`config.mk`:
```
export PLATFORM = sky130hd
export DESIGN_NAME = ddr_wr_arbiter_flat
export DESIGN_NICKNAME = d
export VERILOG_FILES = /design/src/rtl/ddr_wr_arbiter_if.sv /design/src/rtl/ddr_wr_arbiter.sv /design/src/flat_wrapper.sv
export SDC_FILE = /design/constraint.sdc
export NUM_CORES = 1
export LEC_CHECK = 0
export CAP_MARGIN = 20
export CORE_AREA = 2 2 477 479
export DETAILED_ROUTE_END_ITERATION = 8
export DIE_AREA = 0 0 479 481
export DONT_BUFFER_PORTS = 1
export SLEW_MARGIN = 5
export SYNTH_ARGS = -nofsm -noshare
export SYNTH_HDL_FRONTEND = slang
export SYNTH_SLANG_ARGS = --single-unit
export TNS_END_PERCENT = 30
```
`constraint.sdc`:
```
create_clock -name ddr_clk -period 3.2 [get_ports ddr_clk]
set_input_delay 0.64 -clock ddr_clk [delete_from_list [all_inputs] [get_ports ddr_clk]]
set_output_delay 0.64 -clock ddr_clk [all_outputs]
set_load 0.01 [all_outputs]
```
`src/rtl/ddr_wr_arbiter_if.sv`:
```
// Requester-side and DDR-write-engine-side signal bundle for the 3-way DDR write arbiter.
// The master modport is the arbiter's view; slave is the environment (requesters + engine).
interface ddr_wr_arbiter_if #(
  parameter int ADDR_WIDTH = 27,
  parameter int LEN_WIDTH  = 16,
  parameter int DQ_WIDTH   = 32
);
  logic [2:0]                  req_wreq;
  logic [3*ADDR_WIDTH-1:0]     req_waddr;
  logic [3*LEN_WIDTH-1:0]      req_wr_len;
  logic [3*8*DQ_WIDTH-1:0]     req_wdata;
  logic [2:0]                  req_wdata_req;
  logic [2:0]                  req_wdone;

  logic                        ddr_wreq;
  logic [ADDR_WIDTH-1:0]       ddr_waddr;
  logic [LEN_WIDTH-1:0]        ddr_wr_len;
  logic [8*DQ_WIDTH-1:0]       ddr_wdata;
  logic                        ddr_wdata_req;
  logic                        ddr_wdone;

  modport master (
    input  req_wreq, req_waddr, req_wr_len, req_wdata, ddr_wdata_req, ddr_wdone,
    output req_wdata_req, req_wdone, ddr_wreq, ddr_waddr, ddr_wr_len, ddr_wdata
  );

  modport slave (
    output req_wreq, req_waddr, req_wr_len, req_wdata, ddr_wdata_req, ddr_wdone,
    input  req_wdata_req, req_wdone, ddr_wreq, ddr_waddr, ddr_wr_len, ddr_wdata
  );
endinterface

```
`src/rtl/ddr_wr_arbiter.sv`:
```
// Round-robin arbiter sharing one DDR write engine among three requesters,
// with a sticky flag for bursts whose delivered beat count differs from the requested length.
module ddr_wr_arbiter #(
  parameter int ADDR_WIDTH = 27,
  parameter int LEN_WIDTH  = 16,
  parameter int DQ_WIDTH   = 32
) (
  input  logic             ddr_clk,
  input  logic             ddr_rst,
  ddr_wr_arbiter_if.master bus,
  output logic [1:0]       grant,
  output logic             len_err
);
  localparam int DATA_WIDTH = 8 * DQ_WIDTH;

  typedef enum logic [1:0] {IDLE = 2'd0, REQ = 2'd1, DATA = 2'd2} state_t;

  state_t                 state_reg, state_next;
  logic [1:0]             grant_reg, last_grant_reg;
  logic [ADDR_WIDTH-1:0]  waddr_reg;
  logic [LEN_WIDTH-1:0]   wr_len_reg;
  logic [LEN_WIDTH-1:0]   beat_cnt_reg;
  logic [LEN_WIDTH-1:0]   beat_total;
  logic                   len_err_reg;
  logic [1:0]             pick;
  logic                   busy, start, finish;
  logic [DATA_WIDTH-1:0]  req_data [3];

  function automatic logic [1:0] rr_index(input logic [1:0] last, input int k);
    logic [2:0] s;
    s = {1'b0, last} + 3'(k);
    if (s >= 3'd3) s = s - 3'd3;
    return s[1:0];
  endfunction

  assign busy       = (state_reg != IDLE);
  assign start      = (state_reg == IDLE) && (|bus.req_wreq);
  assign finish     = busy && bus.ddr_wdone;
  assign beat_total = beat_cnt_reg + LEN_WIDTH'(bus.ddr_wdata_req);

  // Scan the rotation backwards so the requester nearest last_grant+1 wins.
  always_comb begin
    pick = 2'd3;
    for (int k = 3; k >= 1; k--) begin
      if (bus.req_wreq[rr_index(last_grant_reg, k)]) pick = rr_index(last_grant_reg, k);
    end
  end

  always_ff @(posedge ddr_clk or posedge ddr_rst) begin
    if (ddr_rst) state_reg <= IDLE;
    else         state_reg <= state_next;
  end

  always_comb begin
    state_next = state_reg;
    case (state_reg)
      IDLE: if (|bus.req_wreq) state_next = REQ;
      REQ: begin
        if (bus.ddr_wdone)          state_next = IDLE;
        else if (bus.ddr_wdata_req) state_next = DATA;
      end
      DATA: if (bus.ddr_wdone) state_next = IDLE;
      default: state_next = IDLE;
    endcase
  end

  always_comb begin
    bus.ddr_wreq = 1'b0;
    case (state_reg)
      REQ:     bus.ddr_wreq = 1'b1;
      default: bus.ddr_wreq = 1'b0;
    endcase
  end

  always_ff @(posedge ddr_clk or posedge ddr_rst) begin
    if (ddr_rst) begin
      grant_reg      <= 2'd3;
      last_grant_reg <= 2'd2;
      waddr_reg      <= '0;
      wr_len_reg     <= '0;
      beat_cnt_reg   <= '0;
      len_err_reg    <= 1'b0;
    end else if (start) begin
      grant_reg    <= pick;
      waddr_reg    <= bus.req_waddr[pick*ADDR_WIDTH +: ADDR_WIDTH];
      wr_len_reg   <= bus.req_wr_len[pick*LEN_WIDTH +: LEN_WIDTH];
      beat_cnt_reg <= '0;
    end else if (busy) begin
      if (bus.ddr_wdata_req) beat_cnt_reg <= beat_total;
      if (finish) begin
        last_grant_reg <= grant_reg;
        grant_reg      <= 2'd3;
        if (beat_total != wr_len_reg) len_err_reg <= 1'b1;
      end
    end
  end

  // grant_reg is 3 whenever the FSM is idle, so stray engine strobes route nowhere.
  generate
    for (genvar gi = 0; gi < 3; gi++) begin : g_route
      assign bus.req_wdata_req[gi] = bus.ddr_wdata_req && (grant_reg == 2'(gi));
      assign bus.req_wdone[gi]     = bus.ddr_wdone     && (grant_reg == 2'(gi));
      assign req_data[gi]          = bus.req_wdata[gi*DATA_WIDTH +: DATA_WIDTH];
    end
  endgenerate

  always_comb begin
    bus.ddr_wdata = '0;
    case (grant_reg)
      2'd0:    bus.ddr_wdata = req_data[0];
      2'd1:    bus.ddr_wdata = req_data[1];
      2'd2:    bus.ddr_wdata = req_data[2];
      default: bus.ddr_wdata = '0;
    endcase
  end

  assign bus.ddr_waddr  = waddr_reg;
  assign bus.ddr_wr_len = wr_len_reg;
  assign grant          = grant_reg;
  assign len_err        = len_err_reg;
endmodule

```
`src/flat_wrapper.sv`:
```
// flat-port wrapper written by rule: the top's interface ports become plain ports
module ddr_wr_arbiter_flat 
#(
  parameter int ADDR_WIDTH = 27,
  parameter int LEN_WIDTH  = 16,
  parameter int DQ_WIDTH   = 32
)
  (ddr_clk, ddr_rst, grant, len_err, bus_req_wreq, bus_req_waddr, bus_req_wr_len, bus_req_wdata, bus_ddr_wdata_req, bus_ddr_wdone, bus_req_wdata_req, bus_req_wdone, bus_ddr_wreq, bus_ddr_waddr, bus_ddr_wr_len, bus_ddr_wdata);
  ddr_wr_arbiter_if #(.ADDR_WIDTH(ADDR_WIDTH), .LEN_WIDTH(LEN_WIDTH), .DQ_WIDTH(DQ_WIDTH)) bus_i ();
  input  logic ddr_clk;
  input  logic ddr_rst;
  output logic [1:0] grant;
  output logic len_err;
  input wire logic [$bits(bus_i.req_wreq)-1:0] bus_req_wreq;
  input wire logic [$bits(bus_i.req_waddr)-1:0] bus_req_waddr;
  input wire logic [$bits(bus_i.req_wr_len)-1:0] bus_req_wr_len;
  input wire logic [$bits(bus_i.req_wdata)-1:0] bus_req_wdata;
  input wire logic [$bits(bus_i.ddr_wdata_req)-1:0] bus_ddr_wdata_req;
  input wire logic [$bits(bus_i.ddr_wdone)-1:0] bus_ddr_wdone;
  output wire logic [$bits(bus_i.req_wdata_req)-1:0] bus_req_wdata_req;
  output wire logic [$bits(bus_i.req_wdone)-1:0] bus_req_wdone;
  output wire logic [$bits(bus_i.ddr_wreq)-1:0] bus_ddr_wreq;
  output wire logic [$bits(bus_i.ddr_waddr)-1:0] bus_ddr_waddr;
  output wire logic [$bits(bus_i.ddr_wr_len)-1:0] bus_ddr_wr_len;
  output wire logic [$bits(bus_i.ddr_wdata)-1:0] bus_ddr_wdata;
  assign bus_i.req_wreq = bus_req_wreq;
  assign bus_i.req_waddr = bus_req_waddr;
  assign bus_i.req_wr_len = bus_req_wr_len;
  assign bus_i.req_wdata = bus_req_wdata;
  assign bus_i.ddr_wdata_req = bus_ddr_wdata_req;
  assign bus_i.ddr_wdone = bus_ddr_wdone;
  assign bus_req_wdata_req = bus_i.req_wdata_req;
  assign bus_req_wdone = bus_i.req_wdone;
  assign bus_ddr_wreq = bus_i.ddr_wreq;
  assign bus_ddr_waddr = bus_i.ddr_waddr;
  assign bus_ddr_wr_len = bus_i.ddr_wr_len;
  assign bus_ddr_wdata = bus_i.ddr_wdata;
  ddr_wr_arbiter #(.ADDR_WIDTH(ADDR_WIDTH), .LEN_WIDTH(LEN_WIDTH), .DQ_WIDTH(DQ_WIDTH)) u_core (.ddr_clk(ddr_clk), .ddr_rst(ddr_rst), .bus(bus_i), .grant(grant), .len_err(len_err));
endmodule
```
# After elaboration in Yosys (flattened, before gate mapping)
# Cells that the tools add are included.
[op_classes]
addsub = 7
n_eq_ne = 8
muxes = 25
mul = 1
reduce_logical = 20
shifts = 2
order_cmp = 6
bitwise = 1
div_mod_pow = 0
[ops]
columns = ["op", "count"]
rows = [
  ["$pmux 256 s3", 1],
  ["$shiftx 81x8->27", 1],
  ["$mux 16", 3],
  ["$shiftx 48x7->16", 1],
  ["$mux 2", 13],
  ["$add 16x1->16", 1],
  ["$ne 16x16->1", 1],
  ["$ge 3x2->1 const B", 3],
  ["$lt 2x3->1 const B", 3],
  ["$logic_and 1x1->1", 8],
  ["$reduce_bool 2->1", 4],
  ["$mul 2x5->7 const B", 1],
  ["$add 2x2->3 const B", 2],
  ["$bmux 1 s2", 3],
  ["$pmux 2 s3", 1],
  ["$reduce_and 3->1", 2],
  ["$sub 2x2->2 const B", 3],
  ["$eq 2x1->1 const B", 2],
  ["$eq 2x2->1 const B", 2],
  ["$logic_not 2->1", 2],
  ["$mux 1", 4],
  ["$ne 2x2->1 const B", 2],
  ["$reduce_and 2->1", 2],
  ["$reduce_and 4->1", 1],
  ["other kinds (4)", 4],
]
[totals]
output_inout_bits = 309
wordCells = 77
mem_bits_ro = 0
mem_bits_rw = 0
latchBits = 0
ff_bits = 66
mem_count = 0
inputBits = 904

# Longest topological paths before layout
# Gate-level depths: netlist of run 1.
[depth]
ltp_word = 10
depth_mapped = 11
mapped_depth_nobuf = 8

# Least setup slack after synthesis of run 1
# OpenSTA, ideal clock, no wires.
[synth_timing]
path_type = "register to output"
from = "reg u_core.grant_reg[0] (netlist: u_core.grant[0])"
to = "out bus_ddr_wdata[103]"
path_stages_with_launch = 6
path_slack_ns = 0.774
n_path_buf = 3
required_time_ns = 2.560
arrival_ns = 1.786
path_cell_list = "dfstp_2 -> buf_2 -> buf_2 -> buf_1 -> mux2i_1 -> o21ai_0"
[synth_via]
elab_chain_cells = 2
elab_cells_between_ends = 4
classes_between = "2 x eq/ne; 1 x mux; 1 x reduce/logical"
[synth_rtl]
columns = ["item", "line_no", "rtl"]
rows = [
  ["from (decl)", "ddr_wr_arbiter.sv:19", "logic [1:0] grant_reg, last_grant_reg;"],
  ["from (signal assigned)", "ddr_wr_arbiter.sv:84", "grant_reg <= pick;"],
  ["$eq 2x2->1 (tied with other cells)", "ddr_wr_arbiter.sv:109", "case (grant_reg)"],
  ["$pmux 256 s3 *", "ddr_wr_arbiter.sv:109", ""],
  ["to (decl)", "flat_wrapper.sv:25", "output wire logic [$bits(bus_i.ddr_wdata)-1:0] bus_ddr_wdata;"],
]
# Mark *: on every way between the ends. The rest lies on a longest branch, timed or not.

# Final worst setup path of run 1
[layout_timing]
from = "reg u_core.grant_reg[0] (netlist: u_core.grant[0])"
to = "out bus_ddr_wdata[147]"
# The elaborated chain is that of the path after synthesis.

==> impl_metrics.json, run 1 <==
{
  "p_leak_uw": 0.006314,
  "r2r_setup_slack_ps": 510,
  "rsz0062_at_grt": "no",
  "final_net_count": 2361,
  "area_growth_pct": 75.62,
  "hold_buffers": 0,
  "cts_buffers": 9,
  "grt_pass1_vias": 11520,
  "switching_share": 0.5743,
  "synth_largest_area_cell": "mux2i_1",
  "regToRegEndpoint": "u_core.bus.ddr_waddr[7]",
  "core_um2": 225700,
  "ir_drop_v": 0.001356,
  "synth_seq_cells": 66,
  "fin_ws_ps": -4.584,
  "hold_viol_final": 0,
  "root_buffer": "clkbuf_16",
  "grt_overflow_total": 0,
  "r2r_start": "u_core.last_grant_reg[1]",
  "cts_tree": "yes",
  "synth-simple-area-share": 0.1726,
  "fin_util": 0.07252,
  "die_w_um": 479,
  "slew_headroom": 0.3156,
  "synth_top_area_frac": 0.3232,
  "p_comb_frac": 0.821,
  "post-dp-hpwl_um": 185700,
  "violations": "setup timing",
  "io_pins": 1213,
  "fill_cells": 26539,
  "grt_antenna_before_repair": 329,
  "synth-edff-count": 0,
  "pwr-share-seq": 0.111,
  "path_depth": 4,
  "synth.mux.area_fraction": 0.3232,
  "r2r_cells": 9,
  "path_delay_family": "multiplexers",
  "critPathMaxStageDelay_ps": 750,
  "cp_max_fo": 48,
  "htreeDepth": 3,
  "synth_top_family_by_area": "multiplexers",
  "place_congestion": 0.9715,
  "die_area_um2": 230400,
  "cap_violations": 0,
  "synth_xor_area_frac": 0.02255,
  "yosysMostFrequentCell": "nand2_1",
  "yosys.area_share.adder": 0.006711,
  "crit_required_ps": 2560,
  "synthTopCellsByCount": "nand2_1 (317), mux2i_1 (301), o21ai_0 (285), clkbuf_1 (72), dfrtp_1 (63)",
  "port_buffers": 0,
  "arrival_ps": 2560,
  "tightest_slew_ps": 1023,
  "worst_hold_path_type": "input port to asynchronous set/reset pin",
  "yosys-top-cells-area": "mux2i_1 (32%), dfrtp_1 (17%), o21ai_0 (15%)",
  "viasPerCell": 2.892,
  "grt_start_max_net_pins": 102,
  "crit_type": "register to primary output",
  "synth_compound_area_frac": 0.2252,
  "final_antenna_net_count": 0,
  "routed_wl_um": 200400,
  "worstSetupEndpoint": "bus_ddr_wdata[147]",
  "rows": 175,
  "place_ws_ps": -521.3,
  "initial_utilization": 0.04129,
  "power_density_nw_per_um2": 1044,
  "vias": 13168,
  "start_kind": "register",
  "cts.sinks": 66,
  "syn-mean-instance-area_um2": 7.067,
  "syn_nets": 2228,
  "clk_pin_slew_worst_paths_ps": 110,
  "drt-initial-drc-count": 1084,
  "largest_register_ffs": 27,
  "crit_chain": "buf_12 > mux2i_1 > o21ai_0 > buf_4",
  "clk_latency_ps": 410,
  "clock.fmax_ghz": 0.3121,
  "synth_area_um2": 9321,
  "outcome": "finished, violations left",
  "ys.warnings.count": 0,
  "drt-wirelength-per-cell_um": 44.01,
  "finalMaxSlewViolations": 0,
  "dr.pass1.iters": 5,
  "synth.distinct_cells": 47,
  "ys_seq_area_frac": 0.1776,
  "die_y_um": 481,
  "startpoint": "u_core.grant[0]",
  "final.period_utilization": 1.001,
  "track_usage": 0.1657,
  "skew_ps": 33.81,
  "grt_pass1_wl_um": 223900,
  "ys.flop_type": "dfrtp_1",
  "cp-end-kind": "primary output",
  "fin_hold_ws_ps": 174.7,
  "finalSetupViolCount": 1,
  "critPathSlowestCell": "mux2i_1",
  "cts_buffer_depth": 2,
  "p_int_uw": 7275,
  "path_buf_inv": 2,
  "drc_errors": 0,
  "layout_min_cycle_time_ps": 3205,
  "p_sw_uw": 9812,
  "synth_cells": 1319,
  "power_uw": 17090,
  "drive_gt1_frac": 0.1977,
  "p_clk_frac": 0.068,
  "async_flop_share": 1.000
}
## power groups by stage
stage / clock network [uW] / logic (uW) / registers (uW)
finish: 1170 / 14000 / 1890
global route: 1240 / 14900 / 1970
CTS: 1220 / 14500 / 1970
detailed placement: 0 / 14100 / 1980
global placement: 0 / 14000 / 1980
floorplan: 0 / 5990 / 1490
## routing by layer
layer	GRT usage	share of wire
met5	0.01077	0.0069
met4	0.03790	0.030
met3	0.1095	0.16
met2	0.2866	0.48
met1	0.1628	0.33
## final cells by class
class                           count  area, um2  area share
Inverter                           49      185.2     0.01131
Tap cell                         3009       3765      0.2300
Clock inverter                      7      57.56    0.003516
Multi-Input combinational cell   1087       7159      0.4373
Timing Repair Buffer              239       3095      0.1891
Antenna cell                       88      220.2     0.01345
Sequential cell                    66       1663      0.1016
Clock buffer                        9      225.2     0.01376
## how the worst min path moves through the flow
stage                               end  slack, ps  cells past startpoint
4_1_cts        u_core.bus.ddr_waddr[14]        200                      2
3_5_place_dp    u_core.beat_cnt_reg[15]        510                      1
3_3_place_gp    u_core.beat_cnt_reg[15]        490                      1
6_report        u_core.bus.ddr_waddr[9]        170                      2
5_1_grt         u_core.bus.ddr_waddr[9]        210                      2
2_1_floorplan   u_core.beat_cnt_reg[15]        470                      1
## cells in the final DEF (no fill, tap or decap), types with 7 or more instances in the layout
master | synthesis | layout
a21oi_1 | 10 | 9
a31oi_1 | 9 | 9
buf_12 | 0 | 89
buf_4 | 6 | 140
clkbuf_16 | 0 | 9
dfrtp_1 | 63 | 63
diode_2 | 0 | 88
inv_1 | 48 | 47
mux2i_1 | 301 | 291
mux2i_4 | 0 | 7
nand2_1 | 317 | 317
nand3_1 | 8 | 8
nor2_1 | 21 | 21
nor2b_1 | 10 | 8
o21ai_0 | 285 | 202
o21ai_1 | 2 | 78
o21ai_2 | 0 | 7
o221ai_1 | 43 | 43
o31ai_1 | 8 | 8
xnor2_1 | 14 | 14
xor2_1 | 10 | 10
## kinds of logic after synthesis
group / count (synthesis)
xor gates and xnor gates: 24
AOI/OAI and AO/OA: 370
DFF: 66
and+or+nand+nor: 387
adders and majority gates: 5
buffers and inverters: 166
muxes: 301
## what timing repair did
action / CTS / global route
endpoints found under the setup margin: 37 / 4
gates resized for setup: 32 / 3
buffers inserted: 4 / 0
cloned: 4 / 0
## through the flow
| step | cell area, um2 | cells | setup TNS (ps) |
|---|---|---|---|
| after floorplan | 9321 | 1319 | 0 |
| after global placement | 15530 | 4442 | -2101 |
| after detailed placement | 15530 | 4442 | -2110 |
| after CTS | 16140 | 4466 | 0 |
| after global routing | 16240 | 4503 | 0 |
| final | 16370 | 4554 | -4.584 |
## worst register-to-register path, cell delays in order, from the launching register on
cell and delay (ps):
dfstp_2 530, inv_1 60, ha_1 380, nand2b_1 130, o21ai_0 90, a32o_1 260, a21oi_4 180, buf_12 330
mux2i_1 450, o221ai_1 160
Power figures use the tool's default switching activity.
==> inputs of run 2 (changes only) <==
Settings changed: SETUP_SLACK_MARGIN from default to 0.4.
==> impl_metrics.json, run 2 (synthesis gave the netlist of run 1 again) <==
{
  "largest_register_ffs": 27,
  "layout_common_cells": "nand2_1 (297), mux2i_1 (254), o21ai_0 (177)",
  "critPathSlowestCell": "dfstp_4",
  "cts_tree": "yes",
  "finalMaxSlewViolations": 0,
  "cts.sinks": 66,
  "final_net_count": 2457,
  "slew_headroom": 0.3421,
  "fin_hold_ws_ps": 169.9,
  "r2r_setup_slack_ps": 490,
  "fin_cells": 4649,
  "cap_violations": 0,
  "clk_latency_ps": 410,
  "cp_max_fo": 13,
  "ir_drop_v": 0.001370,
  "drive_gt1_frac": 0.3149,
  "tightest_slew_ps": 983.3,
  "path_depth": 5,
  "io_pins": 1213,
  "vias": 13932,
  "port_buffers": 0,
  "clock.fmax_ghz": 0.3287,
  "die_y_um": 481,
  "die_area_um2": 230400,
  "crit_required_ps": 2560,
  "root_buffer": "clkbuf_16",
  "core_um2": 225700,
  "outcome": "finished clean",
  "die_w_um": 479,
  "grt_overflow_total": 0,
  "area_growth_pct": 100.8,
  "viasPerCell": 2.997,
  "hold_viol_final": 0,
  "worst_hold_path_type": "input port to asynchronous set/reset pin",
  "r2r_start": "u_core.last_grant_reg[1]",
  "worstSetupEndpoint": "bus_ddr_wdata[169]",
  "crit_chain": "buf_12 > buf_16 > buf_4 > mux2i_1 > o21ai_0",
  "arrival_ps": 2400,
  "initial_utilization": 0.04129,
  "dp.cells": 4442,
  "rows": 175,
  "grt_start_max_net_pins": 102,
  "cts_buffers": 9,
  "drt-wirelength-per-cell_um": 46.14,
  "grt_pass1_vias": 11825,
  "fill_cells": 26376,
  "p_leak_uw": 0.007181,
  "drt-initial-drc-count": 1214,
  "regToRegEndpoint": "u_core.bus.ddr_waddr[7]",
  "crit_type": "register to primary output",
  "r2r_cells": 9,
  "fin_util": 0.08290,
  "start_kind": "register",
  "final_antenna_net_count": 0,
  "power_density_nw_per_um2": 1103,
  "final.period_utilization": 0.9509,
  "routed_wl_um": 214500,
  "grt_antenna_before_repair": 311,
  "post-dp-hpwl_um": 185700,
  "path_delay_family": "flip-flops",
  "dr.pass1.iters": 6,
  "clk_pin_slew_worst_paths_ps": 110,
  "htreeDepth": 3,
  "finalSetupViolCount": 0,
  "hold_buffers": 0,
  "grt_pass1_wl_um": 229500,
  "rsz0062_at_grt": "yes",
  "drc_errors": 0,
  "cp-end-kind": "primary output",
  "critPathMaxStageDelay_ps": 690,
  "final_common_cell": "nand2_1",
  "cts_buffer_depth": 2,
  "skew_ps": 35.04,
  "place_congestion": 0.9715,
  "layout_min_cycle_time_ps": 3043,
  "startpoint": "u_core.grant[0]",
  "path_buf_inv": 3,
  "track_usage": 0.1698
}
## run 2: cell count changes in the layout (fill, tap and decap cells not counted), moves of 17 or more
cell | before | now
o21ai_1 | 78 | 56
mux2i_2 | 3 | 23
mux2i_1 | 291 | 254
mux2i_4 | 7 | 24
nand2_2 | 1 | 18
o21ai_2 | 7 | 48
nand2_1 | 317 | 297
buf_4 | 140 | 158
clkbuf_16 | 9 | 27
buf_16 | 4 | 28
o21ai_0 | 202 | 177
## run 2: where the power goes
group / internal, uW / switching (uW)
clock network: 543 / 630
registers: 1170 / 702
logic: 7560 / 10000
## run 2: per-layer routing
metal / GRT usage / wire (um) / part of all wire / vias to the layer above
met3: 0.1113 / 31200 / 0.15 / 566
met4: 0.04300 / 8353 / 0.039 / 192
met1: 0.1685 / 71640 / 0.33 / 6403
met5: 0 / 1244 / 0.0058 / -
li1: - / - / - / 5252
met2: 0.2914 / 102100 / 0.48 / 1519
## run 2: repair_timing
item | in CTS | in global routing
resized for setup | 112 | 157
pin swaps | 5 | 9
setup buffers | 34 | 34
endpoints found under the setup margin | 238 | 235
cloned | 13 | 23
## run 2: worst min-delay path by stage
stage	start	end
final	ddr_rst	u_core.bus.ddr_waddr[9]
after floorplan	u_core.beat_cnt_reg[15]	u_core.beat_cnt_reg[15]
after global routing	ddr_rst	u_core.bus.ddr_waddr[9]
after CTS	ddr_rst	u_core.bus.ddr_waddr[14]
after global placement	u_core.beat_cnt_reg[15]	u_core.beat_cnt_reg[15]
after detailed placement	u_core.beat_cnt_reg[15]	u_core.beat_cnt_reg[15]
## run 2: area by class of cell
type | instances | area [um2] | share of cell area
multi-input combinational | 1087 | 7754 | 0.4143
tap | 3009 | 3765 | 0.2012
sequential | 66 | 1663 | 0.08885
antenna | 87 | 217.7 | 0.01163
inverter | 49 | 185.2 | 0.009894
clock inverter | 7 | 57.56 | 0.003075
timing repair buffer | 335 | 4848 | 0.2591
clock buffer | 9 | 225.2 | 0.01203
## run 2: metrics by stage
| stage | power (uW) | setup WS, ps | cell area [um2] | TNS, ps |
|---|---|---|---|---|
| 5_1_grt | 21630 | 136.6 | 18590 | 0 |
| 3_5_place_dp | 16040 | -521.3 | 15530 | -2110 |
| 4_1_cts | 19130 | 107.6 | 17070 | 0 |
| 3_3_place_gp | 16000 | -505.0 | 15530 | -2101 |
| 2_1_floorplan | 7480 | 774.2 | 9321 | 0 |
| 6_report | 20640 | 157.3 | 18720 | 0 |
